==> src/rtl/hand_shake_pack.sv <==
// Packs RATIO narrow valid/ready beats into one wide registered word.
// Define HAND_SHAKE_PACK_MSB_FIRST_EN to place the first beat in the MSBs.
module hand_shake_pack #(
    parameter int WIDTH = 8,
    parameter int RATIO = 4
) (
    input  logic                   clk,
    input  logic                   rst_n,
    input  logic [WIDTH-1:0]       din,
    input  logic                   din_vld,
    input  logic                   din_last,
    output logic                   rdy_o,
    output logic [WIDTH*RATIO-1:0] dout,
    output logic [RATIO-1:0]       dout_mask,
    output logic                   dout_last,
    output logic                   vld_o,
    input  logic                   rdy_i
);

    localparam int CNT_W = $clog2(RATIO);
    localparam int DW    = WIDTH * RATIO;

    logic [CNT_W-1:0] cnt_q,  cnt_d;
    logic [DW-1:0]    acc_q,  acc_d;
    logic [DW-1:0]    dout_q, dout_d;
    logic [RATIO-1:0] mask_q, mask_d;
    logic             last_q, last_d;
    logic             vld_q,  vld_d;

    logic             in_xfer;
    logic             out_xfer;
    logic             complete;
    logic [DW-1:0]    ins;
    logic [DW-1:0]    word;
    logic [RATIO-1:0] mask_new;

    function automatic int slot_pos(input int c);
`ifdef HAND_SHAKE_PACK_MSB_FIRST_EN
        return RATIO - 1 - c;
`else
        return c;
`endif
    endfunction

    assign rdy_o     = !vld_q || rdy_i;
    assign dout      = dout_q;
    assign dout_mask = mask_q;
    assign dout_last = last_q;
    assign vld_o     = vld_q;

    always_comb begin
        cnt_d    = cnt_q;
        acc_d    = acc_q;
        dout_d   = dout_q;
        mask_d   = mask_q;
        last_d   = last_q;
        vld_d    = vld_q;
        ins      = acc_q;
        word     = '0;
        mask_new = '0;

        in_xfer  = din_vld && rdy_o;
        out_xfer = vld_q && rdy_i;
        complete = in_xfer &&
                   ((cnt_q == CNT_W'(RATIO - 1)) || din_last);

        // Only slots up to the current beat survive into the word.
        for (int k = 0; k < RATIO; k++) begin
            if (k == int'(cnt_q)) begin
                ins[slot_pos(k)*WIDTH +: WIDTH] = din;
            end
            if (k <= int'(cnt_q)) begin
                word[slot_pos(k)*WIDTH +: WIDTH] =
                    ins[slot_pos(k)*WIDTH +: WIDTH];
                mask_new[slot_pos(k)] = 1'b1;
            end
        end

        if (out_xfer) begin
            vld_d = 1'b0;
        end

        if (complete) begin
            dout_d = word;
            mask_d = mask_new;
            last_d = din_last;
            vld_d  = 1'b1;
            cnt_d  = '0;
            acc_d  = '0;
        end else if (in_xfer) begin
            acc_d = ins;
            cnt_d = cnt_q + CNT_W'(1);
        end
    end

    always_ff @(posedge clk) begin
        if (!rst_n) begin
            cnt_q  <= '0;
            acc_q  <= '0;
            dout_q <= '0;
            mask_q <= '0;
            last_q <= 1'b0;
            vld_q  <= 1'b0;
        end else begin
            cnt_q  <= cnt_d;
            acc_q  <= acc_d;
            dout_q <= dout_d;
            mask_q <= mask_d;
            last_q <= last_d;
            vld_q  <= vld_d;
        end
    end

endmodule

==> config.mk <==
export PLATFORM = sky130hd
export DESIGN_NAME = hand_shake_pack
export DESIGN_NICKNAME = d
export VERILOG_FILES = /design/src/rtl/hand_shake_pack.sv
export SDC_FILE = /design/constraint.sdc
export NUM_CORES = 1
export LEC_CHECK = 0
export BUFFER_PORTS_ARGS = -buffer_cell sky130_fd_sc_hd__buf_2
export CORE_AREA = 4 4 76 96
export DETAILED_ROUTE_END_ITERATION = 10
export DIE_AREA = 0 0 80 100
export SYNTH_ARGS = -nofsm -noshare
export SYNTH_HDL_FRONTEND = slang
export SYNTH_SLANG_ARGS = --single-unit
==> constraint.sdc <==
create_clock -name clk -period 1.8 [get_ports clk]
set_input_delay 0.36 -clock clk [delete_from_list [all_inputs] [get_ports clk]]
set_output_delay 0.36 -clock clk [all_outputs]
set_load 0.02 [all_outputs]
==> flow_summary.json <==
{
  "outcome": "finished clean",
  "row_count": 33,
  "area_growth_syn_to_layout_pct": 21.2,
  "setup_violations": 0,
  "cts_hold_buffers": 0,
  "required_ps": 2060,
  "slowest_stage": "a31o_1",
  "fmax_ghz": 0.592,
  "slew_headroom": 0.777,
  "synth_edf_count": 0,
  "postSynthCellCount": 262,
  "grt-ovfl-total": 0,
  "worstPathMaxFanout": 12,
  "min_period_ps": 1690,
  "num_vias": 2167,
  "gp_congestion": 0.834,
  "hold_viol": 0,
  "worstMarginPinSlew_ps": 334,
  "synth_area_leaders": "dfxtp_1 48%, mux2i_1 9.0%, a21oi_1 5.1%",
  "syn-num-nets": 280,
  "hpwl_mm": 4.61,
  "ys_seq_area_frac": 0.481,
  "max-vdd-ir-drop_mv": 0.517,
  "cts.repair.resized": 0,
  "ys_ff_latch": 64,
  "fin_crit_sh": 0.939,
  "drt_iter0_markers": 97,
  "leakagePower_uw": 0.00140,
  "fp.dieH_um": 100,
  "wl_mm": 6.64,
  "fp.dieArea_um2": 8000,
  "path_clk_slew_ps": 70,
  "rsz0062_at_grt": "no",
  "fillerInstances": 654,
  "clock_latency_ps": 340,
  "syn_area_um2": 2670,
  "postCtsSetupBuffers": 0,
  "setup_tns_ps": 0,
  "synth_flop_cell": "dfxtp_1",
  "grt_antenna_before_repair": 0,
  "power_uw": 3090,
  "portBuffers": 51,
  "drv_cap": 0,
  "path_class": "register to register",
  "min_path_type": "primary input to register",
  "clock-sinks": 64,
  "endpoint_kind": "register",
  "avgViaCountPerCell": 5.31,
  "cp_top_family": "compound AO/OA/AOI/OAI gates",
  "use_met1": 0.230,
  "grt_util_met2": 0.279,
  "grt_pass1_wl_mm": 10.8,
  "nNetsFinal": 334,
  "grtUsageMet3": 0.0530,
  "cts_buffers": 9,
  "first_pass_iters": 4,
  "grt_usage": 0.177,
  "worstPathCellList": "ha_1, or2_1, a31o_1, buf_4, a211oi_2",
  "ys_types": 34,
  "htreeDepth": 3,
  "synth_top_area_frac": 0.481,
  "power_density_nw_per_um2": 957,
  "start_util": 0.414,
  "syn_area_per_cell_um2": 10.2,
  "crit_buf_inv": 1,
  "synthArstFlopShare": 0,
  "drive_above_1_share": 0.293,
  "grt_pass1_vias": 2138,
  "num_antenna_cells": 0,
  "slowest_delay_ps": 350,
  "yosys_warnings": 0,
  "post_drt_wl_per_cell_um": 16.3,
  "grt_max_degree": 33,
  "final_max_slew_viol_count": 0,
  "cts_tree": "done",
  "drtAntennaViolNets": 0,
  "clockRootBuffer": "clkbuf_8",
  "clockBufferDepth": 2,
  "coreArea_um2": 6440,
  "cp.arrival_ps": 1950,
  "fin_worst_skew_ps": 8.56,
  "synth.largest_area_cell": "dfxtp_1",
  "io_pins": 52,
  "startpoint_type": "register",
  "remaining_drc_errors": 0,
  "die_w_um": 80,
  "busiest_layer": "met2"
}
registers in the layout (all words and copies together) (netlist names):
register and count:
cnt_q 2, dout_mask 4, acc_q 24, dout_last 1
vld_o 1, dout 32
metal layers:
| metal | part of all wire | vias up |
|---|---|---|
| met2 | 0.48 | 43 |
| met3 | 0.042 | 6 |
| met1 | 0.46 | 1044 |
| li1 | - | 1074 |
| met4 | 0.013 | 0 |
| met5 | 0 | - |
metrics by stage:
stage / setup slack (ps) / hold WS, ps / utilization / area [um2] / std cells
2_1_floorplan: 225 / 448 / - / 2670 / 262
3_3_place_gp: 197 / 427 / 0.470 / 3030 / 392
3_5_place_dp: 131 / 434 / 0.470 / 3030 / 392
4_1_cts: 51.6 / 287 / 0.501 / 3230 / 408
5_1_grt: 18.0 / 315 / 0.501 / 3230 / 408
6_report: 110 / 295 / 0.501 / 3230 / 408
synthesized netlist by cell type, types with 2 or more instances:
library cell	number
dfxtp_1	64
a21oi_1	27
mux2i_1	24
o21ai_0	22
nand3_1	19
o2bb2ai_1	12
a21o_1	9
a22o_1	8
nor4_1	8
buf_2	7
clkbuf_1	7
buf_6	6
inv_1	6
nand2_1	6
ha_1	5
a211oi_1	4
a211oi_2	4
buf_1	3
a311oi_1	2
a31oi_1	2
and2_1	2
buf_4	2
o2bb2ai_2	2
worst min-delay path, delay by kind of cell:
family / cells / cell delay [ps]
buffers and inverters: 1 / 130
AND/OR/NAND/NOR: 2 / 110
cell usage in the layout (no fill, tap or decap):
cell       Yosys  final
clkinv_2       0      2
nor3_2         1      1
clkbuf_1       7      2
a21oi_1       27     27
dfxtp_1       64     64
a211oi_1       4      4
nor2_2         1      1
or4_4          1      1
a211oi_2       4      4
ha_1           5      5
a22o_1         8      8
a31oi_1        2      2
a21o_1         9      9
nand2_1        6      6
bufinv_16      0      1
buf_4          2     14
buf_6          6      1
clkbuf_8       0     11
a31o_1         1      1
nor2b_4        1      1
o2bb2ai_2      2      2
or3_1          1      1
o22ai_1        1      1
buf_12         0      2
o21ai_0       22     22
buf_2          7     51
mux2i_1       24     24
a31oi_2        1      1
nor3_1         1      1
and2_1         2      2
nand3_1       19     19
a31o_2         1      1
inv_1          6      6
or2_1          1      1
nor4_1         8      8
o2bb2ai_1     12     12
a311oi_1       2      2
layout make-up:
type                            count  area, um2  area share
Clock inverter                      3       40.0      0.0124
Tap cell                           87        109      0.0337
Inverter                            6       22.5     0.00697
Multi-Input combinational cell    167       1210       0.373
Timing Repair Buffer               68        412       0.127
Sequential cell                    64       1280       0.397
Clock buffer                       13        159      0.0492
report_power, final:
group          switching [uW]  internal (uW)  total, uW
Combinational             227            134        361
Clock                     531            712       1240
Sequential               22.9           1460       1490
Total                     780           2310       3090
cells by family after synthesis:
logic type / share of synthesized area
adder cells (fa/ha/maj): 0.0235
multiplexers: 0.0901
buffers and inverters: 0.0667
AND/OR/NAND/NOR: 0.0897
flip-flops: 0.481
AO/OA/AOI/OAI: 0.249
path summary, 6_finish.rpt:
check | start | endpoint | slack [ps] | cells after the start
max | cnt_q[0]$_SDFFE_PP0P_ | acc_q[21]$_SDFFE_PP0P_ | 110 | 5
min | rst_n | dout_mask[0]$_SDFFE_PN0P_ | 290 | 3
max reg2reg | cnt_q[0]$_SDFFE_PP0P_ | acc_q[21]$_SDFFE_PP0P_ | 110 | 5
min reg2reg | dout_mask[0]$_SDFFE_PN0P_ | dout_mask[0]$_SDFFE_PN0P_ | 450 | 2
Note: power is estimated with default switching activity, not from simulation.
